<file path="config.mk">
export PLATFORM = sky130hd
export DESIGN_NAME = data_mem_access_flat
export DESIGN_NICKNAME = d
export VERILOG_FILES = /design/src/rtl/data_mem_access_if.sv /design/src/rtl/data_mem_access.sv /design/src/flat_wrapper.sv
export SDC_FILE = /design/constraint.sdc
export NUM_CORES = 1
export LEC_CHECK = 0
export CORE_ASPECT_RATIO = 1.1
export CORE_UTILIZATION = 47
export DETAILED_ROUTE_END_ITERATION = 8
export MAX_ROUTING_LAYER = met4
export PLACE_DENSITY = 0.86
export SLEW_MARGIN = 20
export SYNTH_ARGS = -nofsm -noshare
export SYNTH_HDL_FRONTEND = slang
export SYNTH_SLANG_ARGS = --single-unit
</file>
<file path="constraint.sdc">
create_clock -name clk -period 4.5 [get_ports clk]
set_input_delay 0.9 -clock clk [delete_from_list [all_inputs] [get_ports clk]]
set_output_delay 0.9 -clock clk [all_outputs]
set_load 0.02 [all_outputs]
</file>
<file path="src/rtl/data_mem_access_if.sv">
// Load/store unit bundle: core-side request/response and
// data-memory bus between the core, the LSU and memory.
interface data_mem_access_if;
  logic        ls_start;
  logic        ls_wr;
  logic [2:0]  ls_funct3;
  logic [31:0] ls_addr;
  logic [31:0] ls_wdata;
  logic        ls_busy;
  logic        ls_done;
  logic        ls_err;
  logic [31:0] ls_rdata;
  logic        mem_req;
  logic        mem_we;
  logic [31:0] mem_addr;
  logic [3:0]  mem_be;
  logic [31:0] mem_wdata;
  logic        mem_ack;
  logic [31:0] mem_rdata;

  modport slave (
    input  ls_start, ls_wr, ls_funct3, ls_addr, ls_wdata,
    input  mem_ack, mem_rdata,
    output ls_busy, ls_done, ls_err, ls_rdata,
    output mem_req, mem_we, mem_addr, mem_be, mem_wdata
  );

  modport master (
    output ls_start, ls_wr, ls_funct3, ls_addr, ls_wdata,
    output mem_ack, mem_rdata,
    input  ls_busy, ls_done, ls_err, ls_rdata,
    input  mem_req, mem_we, mem_addr, mem_be, mem_wdata
  );
endinterface

</file>
<file path="src/rtl/data_mem_access.sv">
// RV32 load/store unit: size/sign handling, lane steering,
// alignment check and timed single-beat data-memory access.
module data_mem_access #(
  parameter int TIMEOUT = 15
) (
  input logic clk,
  input logic rst,
  data_mem_access_if.slave bus
);

  localparam int CW = (TIMEOUT < 2) ? 1 : $clog2(TIMEOUT);

  localparam logic [1:0] S_IDLE   = 2'd0;
  localparam logic [1:0] S_ACCESS = 2'd1;
  localparam logic [1:0] S_DONE   = 2'd2;

  logic [1:0]    state;
  logic [CW-1:0] cnt;
  logic          wr_q;
  logic [2:0]    f3_q;
  logic [1:0]    off_q;
  logic          err_q;
  logic [31:0]   rdata_q;
  logic          we_q;
  logic [31:0]   addr_q;
  logic [3:0]    be_q;
  logic [31:0]   wdata_q;

  logic [1:0]    sz;
  logic [1:0]    off;
  logic          f3_bad;
  logic          mis;
  logic          chk_err;
  logic [3:0]    be_n;
  logic [31:0]   wd_n;
  logic [31:0]   sh;
  logic [7:0]    b;
  logic [15:0]   h;
  logic [31:0]   ext;

  // Request decode: legality, alignment and lane steering
  always_comb begin
    sz  = bus.ls_funct3[1:0];
    off = bus.ls_addr[1:0];
    if (bus.ls_wr)
      f3_bad = bus.ls_funct3[2] | (sz == 2'b11);
    else
      f3_bad = (sz == 2'b11) | (bus.ls_funct3 == 3'b110);
    mis = ((sz == 2'b01) & off[0])
        | ((sz == 2'b10) & (off != 2'b00));
    chk_err = f3_bad | mis;
    case (sz)
      2'b00:   be_n = 4'b0001 << off;
      2'b01:   be_n = 4'b0011 << off;
      default: be_n = 4'b1111;
    endcase
    case (sz)
      2'b00:   wd_n = {4{bus.ls_wdata[7:0]}};
      2'b01:   wd_n = {2{bus.ls_wdata[15:0]}};
      default: wd_n = bus.ls_wdata;
    endcase
  end

  // Load data extraction from the returned word
  always_comb begin
    sh = bus.mem_rdata >> {off_q, 3'b000};
    b  = sh[7:0];
    h  = off_q[1] ? bus.mem_rdata[31:16]
                  : bus.mem_rdata[15:0];
    case (f3_q)
      3'b000:  ext = {{24{b[7]}}, b};
      3'b001:  ext = {{16{h[15]}}, h};
      3'b100:  ext = {24'd0, b};
      3'b101:  ext = {16'd0, h};
      default: ext = bus.mem_rdata;
    endcase
  end

  // Control FSM, request latches and load result register
  always_ff @(posedge clk) begin
    if (rst) begin
      state   <= S_IDLE;
      cnt     <= '0;
      wr_q    <= 1'b0;
      f3_q    <= 3'd0;
      off_q   <= 2'd0;
      err_q   <= 1'b0;
      rdata_q <= 32'd0;
      we_q    <= 1'b0;
      addr_q  <= 32'd0;
      be_q    <= 4'd0;
      wdata_q <= 32'd0;
    end else begin
      case (state)
        S_IDLE: begin
          if (bus.ls_start) begin
            wr_q    <= bus.ls_wr;
            f3_q    <= bus.ls_funct3;
            off_q   <= off;
            we_q    <= bus.ls_wr;
            addr_q  <= {bus.ls_addr[31:2], 2'b00};
            be_q    <= be_n;
            wdata_q <= wd_n;
            cnt     <= '0;
            err_q   <= chk_err;
            state   <= chk_err ? S_DONE : S_ACCESS;
          end
        end
        S_ACCESS: begin
          if (bus.mem_ack) begin
            err_q <= 1'b0;
            state <= S_DONE;
            if (!wr_q)
              rdata_q <= ext;
          end else if (cnt == CW'(TIMEOUT - 1)) begin
            err_q <= 1'b1;
            state <= S_DONE;
          end else begin
            cnt <= cnt + 1'b1;
          end
        end
        S_DONE:  state <= S_IDLE;
        default: state <= S_IDLE;
      endcase
    end
  end

  assign bus.ls_busy   = (state != S_IDLE);
  assign bus.ls_done   = (state == S_DONE);
  assign bus.ls_err    = (state == S_DONE) & err_q;
  assign bus.ls_rdata  = rdata_q;
  assign bus.mem_req   = (state == S_ACCESS);
  assign bus.mem_we    = we_q;
  assign bus.mem_addr  = addr_q;
  assign bus.mem_be    = be_q;
  assign bus.mem_wdata = wdata_q;

endmodule

</file>
<file path="src/flat_wrapper.sv">
// flat-port wrapper written by rule: the top's interface ports become plain ports
module data_mem_access_flat 
#(
  parameter int TIMEOUT = 15
)
  (clk, rst, bus_ls_start, bus_ls_wr, bus_ls_funct3, bus_ls_addr, bus_ls_wdata, bus_mem_ack, bus_mem_rdata, bus_ls_busy, bus_ls_done, bus_ls_err, bus_ls_rdata, bus_mem_req, bus_mem_we, bus_mem_addr, bus_mem_be, bus_mem_wdata);
  data_mem_access_if bus_i ();
  input logic clk;
  input logic rst;
  input wire logic [$bits(bus_i.ls_start)-1:0] bus_ls_start;
  input wire logic [$bits(bus_i.ls_wr)-1:0] bus_ls_wr;
  input wire logic [$bits(bus_i.ls_funct3)-1:0] bus_ls_funct3;
  input wire logic [$bits(bus_i.ls_addr)-1:0] bus_ls_addr;
  input wire logic [$bits(bus_i.ls_wdata)-1:0] bus_ls_wdata;
  input wire logic [$bits(bus_i.mem_ack)-1:0] bus_mem_ack;
  input wire logic [$bits(bus_i.mem_rdata)-1:0] bus_mem_rdata;
  output wire logic [$bits(bus_i.ls_busy)-1:0] bus_ls_busy;
  output wire logic [$bits(bus_i.ls_done)-1:0] bus_ls_done;
  output wire logic [$bits(bus_i.ls_err)-1:0] bus_ls_err;
  output wire logic [$bits(bus_i.ls_rdata)-1:0] bus_ls_rdata;
  output wire logic [$bits(bus_i.mem_req)-1:0] bus_mem_req;
  output wire logic [$bits(bus_i.mem_we)-1:0] bus_mem_we;
  output wire logic [$bits(bus_i.mem_addr)-1:0] bus_mem_addr;
  output wire logic [$bits(bus_i.mem_be)-1:0] bus_mem_be;
  output wire logic [$bits(bus_i.mem_wdata)-1:0] bus_mem_wdata;
  assign bus_i.ls_start = bus_ls_start;
  assign bus_i.ls_wr = bus_ls_wr;
  assign bus_i.ls_funct3 = bus_ls_funct3;
  assign bus_i.ls_addr = bus_ls_addr;
  assign bus_i.ls_wdata = bus_ls_wdata;
  assign bus_i.mem_ack = bus_mem_ack;
  assign bus_i.mem_rdata = bus_mem_rdata;
  assign bus_ls_busy = bus_i.ls_busy;
  assign bus_ls_done = bus_i.ls_done;
  assign bus_ls_err = bus_i.ls_err;
  assign bus_ls_rdata = bus_i.ls_rdata;
  assign bus_mem_req = bus_i.mem_req;
  assign bus_mem_we = bus_i.mem_we;
  assign bus_mem_addr = bus_i.mem_addr;
  assign bus_mem_be = bus_i.mem_be;
  assign bus_mem_wdata = bus_i.mem_wdata;
  data_mem_access #(.TIMEOUT(TIMEOUT)) u_core (.clk(clk), .rst(rst), .bus(bus_i));
endmodule
</file>
==> results <==
- The max-slew violation count was 0.
- The worst hold path terminates at u_core.bus.mem_wdata[2].
- The highest attainable clock frequency is 345 MHz.
- The final standard cell utilization of the core is 70.9%.
- By instance count, the leading cell after synthesis is sky130_fd_sc_hd__nand2_1.
- The clock slew at the register clock pins of the worst setup and hold paths is roughly 0.07 ns.
- The peak per-stage delay on the critical path is 0.97 ns.
- The portion of the clock cycle consumed by the worst path in the final layout is between 60 and 70%.
- The async set-reset flop share out of synthesis is 0%.
- The first global-routing pass estimated 24300 um of wire.
- Total power for the finished layout comes to about 2.4 mW.
- The number of antenna violations at the first check in global routing is 0.
- For this block, wires on met1 add up to 6220 um.
- The count of different cell masters after synthesis is between 40 and 50.
- The clock root buffer is sky130_fd_sc_hd__clkbuf_16.
- The area of the placeable core is 0.0105 mm2.
- The minimum clock period is slightly below 3 ns.
- Setup violations remaining at the end of the flow were counted as 0.
- The number of enable-type register cells in the synthesized netlist is 0.
- The critical path start-end classification is in2reg.
- The number of I/O port buffers is 206.
- The number of sinks handled by clock tree synthesis is 111.
- The weighted congestion at the end of routability-driven global placement is 0.911.
- After detailed routing, the number of remaining DRC violations is 0.
- The residual overflow from global routing is 0.
- The number of global-route vias before repair came to roughly 5000.
- Of the cells placed in the final design, the portion with a size suffix greater than 1 is 7.07%.
- The startpoint of the worst-slack reg-to-reg timing path is u_core.off_q[1].
- For the pin with the worst max-slew slack, the measured transition is 1.08 ns.
- For this block, the via count after detailed routing is between 5000 and 6000.
- STA classifies the critical path endpoint as a register.
- The max-capacitance violation count is 0.
- For the final database, setup skew stands at ~0.0064 ns.
- Sorting the synthesized cells by area gives the leading types as sky130_fd_sc_hd__dfxtp_1 (43%), sky130_fd_sc_hd__nand2_1 (10%), sky130_fd_sc_hd__a21oi_1 (6.3%), sky130_fd_sc_hd__mux2i_1 (4.9%), sky130_fd_sc_hd__nor2_1 (4.3%).
- Global routing consumed, over all layers together, 27.9% of the routing resources.
- Row generation in the floorplan step produced 39 rows.
- The post-route worst hold slack is between 0.4 and 0.5 ns.
- In the synthesized netlist, the number of instances is 620.
- The total inserted antenna cells is 0.
- Post-CTS timing repair inserted 0 buffers for setup.
- The die height is 111 um.
- The register bit count reported by yosys is 111.
- The worst-case IR drop observed on VDD is 0.000247 V.
- The worst hold path begins at u_core.bus.mem_wdata[2].
- Entering global routing, the biggest net connects 92 pins.
- The source-to-sink clock delay at the later pin of the worst-skew pair is between 0.3 and 0.4 ns.
- The number of iterations in the first detailed-routing pass is 7.
- At the end of the flow, the number of nets in the layout was slightly below 900.
- The number of filler cells placed in the layout is ~800.
- In this run the worst path has a maximum fanout of 16.
- The half-perimeter wire length after detailed placement is 10900 um.
- The final hold violation count came to 0.
- The placed instances occupy a cell area of roughly 0.007 mm2.
- Counting cells, the worst reg-to-reg path comes to 4.
- Summed over all instances, the cell type with the most area after synthesis is sky130_fd_sc_hd__dfxtp_1.
- For this design the static power due to leakage is 2.60 nW.
- The number of antenna-violating nets in the routed design is 0.
- The netlist area before placement is 0.00512 mm2.
- The commonest cells after synthesis are sky130_fd_sc_hd__nand2_1 (142), sky130_fd_sc_hd__dfxtp_1 (111), sky130_fd_sc_hd__a21oi_1 (64), sky130_fd_sc_hd__nor2_1 (59), sky130_fd_sc_hd__clkbuf_1 (30).
- During synthesis, Yosys emitted a total of 0 warnings.
- The worst register-to-register path has a setup slack of 1.99 ns.
- The detailed-route wire length per cell is 16.5 um.
- After synthesis, flip-flops and latches occupy 43.4% of the total area.
- The share of the synthesized area in the top cell type is 43.4%.
- From left edge to right edge, the die measures 102 um.
- Detailed routing placed a total of 1230 um of wire on met3.
- After detailed routing, the total wire length is 15400 um.
- Hold repair after CTS inserted 0 buffers.
- Signal routing reaches up to met4.
- The clock tree from TritonCTS is done.
- In this run the deepest clock path goes through 2 buffers.
- The endpoint identified for the worst register-to-register timing path is u_core.bus.ls_rdata[16].
- The signal on the critical path passes through clkdlybuf4s50_1, nand3b_1, a31oi_2, a211oi_1.
- The TritonCTS buffer count is 9.
- The worst hold path belongs to the class reg2reg.
- The aggregate negative setup slack is 0 ns.
- The required time of the worst setup path is roughly 4.7 ns.
- The average instance area after synthesis is 8.26 um2.
- The worst setup path is launched from an input port.
- Summed over all nets, wire length on met2 after detailed routing comes to approximately 7400 um.
- The run finished with clean final reports.
- The prevailing post-synth register cell is sky130_fd_sc_hd__dfxtp_1.
- After the first detailed-routing iteration, the DRC count stood at 282.
- The initial standard-cell utilization of the core is approximately half.
- The floorplan step defined a die boundary enclosing 0.0113 mm2.
- The worst pin sits at a relative slew slack of between 20% and 30%.
- The average vias per placed instance is 5.57.
- The worst hold path cell count is 2.
- The I/O pin count is around 210.
- Setup repair after global routing left no endpoint under its margin.
- The count of cells resized by post-cts repair is 0.
- CTS built an H-tree with a depth of 3.
- The critical path data arrival time is 3.07 ns.
- The master of the slowest instance on the critical path is sky130_fd_sc_hd__a31oi_2.
- The cell area power density is approximately 320 mW/mm2.
- From synthesis to final layout, the design area changed by 45.2%.
- With fillers left out, the area of the finished cells amounts to 0.00744 mm2.
==> per-layer routing <==
metal	vias up	global-route usage (%)
met4	0	12.6
li1	2492	-
met3	47	6.40
met5	-	-
met2	245	45.4
met1	2425	32.5
==> registers in the layout, summed over array words and instances (netlist names) <==
signal and flops:
u_core.bus.mem_addr 30, u_core.f3_q 3, u_core.wr_q 1, u_core.bus.mem_be 4, u_core.bus.ls_rdata 32, u_core.err_q 1, u_core.bus.mem_wdata 32, u_core.cnt 4
u_core.off_q 2, u_core.state 2
==> placed cells by master, fill, tap and decap left out, types with 9 or more instances in the layout <==
cell type	synthesis	final
sky130_fd_sc_hd__a211oi_1	23	23
sky130_fd_sc_hd__a211oi_2	10	10
sky130_fd_sc_hd__a21oi_1	64	64
sky130_fd_sc_hd__clkbuf_16	0	9
sky130_fd_sc_hd__clkdlybuf4s50_1	0	205
sky130_fd_sc_hd__dfxtp_1	111	111
sky130_fd_sc_hd__mux2_2	9	9
sky130_fd_sc_hd__mux2i_1	25	25
sky130_fd_sc_hd__nand2_1	142	141
sky130_fd_sc_hd__nor2_1	59	59
sky130_fd_sc_hd__nor3b_1	10	9
sky130_fd_sc_hd__o21a_1	9	9
sky130_fd_sc_hd__o21ai_0	20	20
==> cells by family (layout without fill, tap and decap cells) <==
kind of cell / after synthesis / after routing / share of synthesized area [%]
mux: 34 / 34 / 6.87
xor+xnor: 2 / 2 / 0.342
simple gates: 249 / 249 / 21.5
fa+ha+maj: 2 / 2 / 0.489
flops: 111 / 111 / 43.4
buf+inv: 60 / 231 / 5.23
other cells: 1 / 2 / 0.0732
compound gates: 161 / 161 / 22.1
==> layout make-up <==
| cell class | instances | area [um2] | share of cell area (%) |
|---|---|---|---|
| timing repair buffer | 211 | 2100 | 28.2 |
| sequential | 111 | 2220 | 29.9 |
| tap | 143 | 179 | 2.41 |
| multi-input combinational | 450 | 2650 | 35.6 |
| clock buffer | 9 | 225 | 3.03 |
| clock inverter | 7 | 48.8 | 0.656 |
| inverter | 4 | 15.0 | 0.202 |
==> per-stage QoR <==
stage / setup slack [ns] / instances
after detailed placement: 1.29 / 919
after global placement: 1.42 / 919
after floorplan: 2.52 / 621
final: 1.61 / 935
after CTS: 1.65 / 935
after global routing: 1.50 / 935
==> worst max-delay path: cells and delay by family <==
kind | cells | cell delay, ns
AOI/OAI and AO/OA | 2 | 1.15
and+or+nand+nor | 1 | 0.43
buffers and inverters | 1 | 0.57
==> worst max path at each step <==
stage	start	endpoint	slack, ns	cells after the start
after floorplan	bus_mem_rdata[7]	u_core.bus.ls_rdata[20]	2.52	5
after global placement	bus_mem_ack	u_core.bus.ls_rdata[16]	1.42	4
after detailed placement	bus_mem_ack	u_core.bus.ls_rdata[16]	1.29	4
after CTS	bus_mem_ack	u_core.bus.ls_rdata[17]	1.65	4
after global routing	bus_mem_ack	u_core.bus.ls_rdata[31]	1.50	4
final	bus_mem_ack	u_core.bus.ls_rdata[16]	1.61	4
==> power by group <==
| part | switching [mW] | leakage, nW | internal [mW] |
|---|---|---|---|
| logic | 0.294 | 1.55 | 0.272 |
| registers | 0.0487 | 0.909 | 1.05 |
| clock network | 0.369 | 0.136 | 0.377 |
| total | 0.712 | 2.60 | 1.70 |
Note: power is estimated with default switching activity, not from simulation.
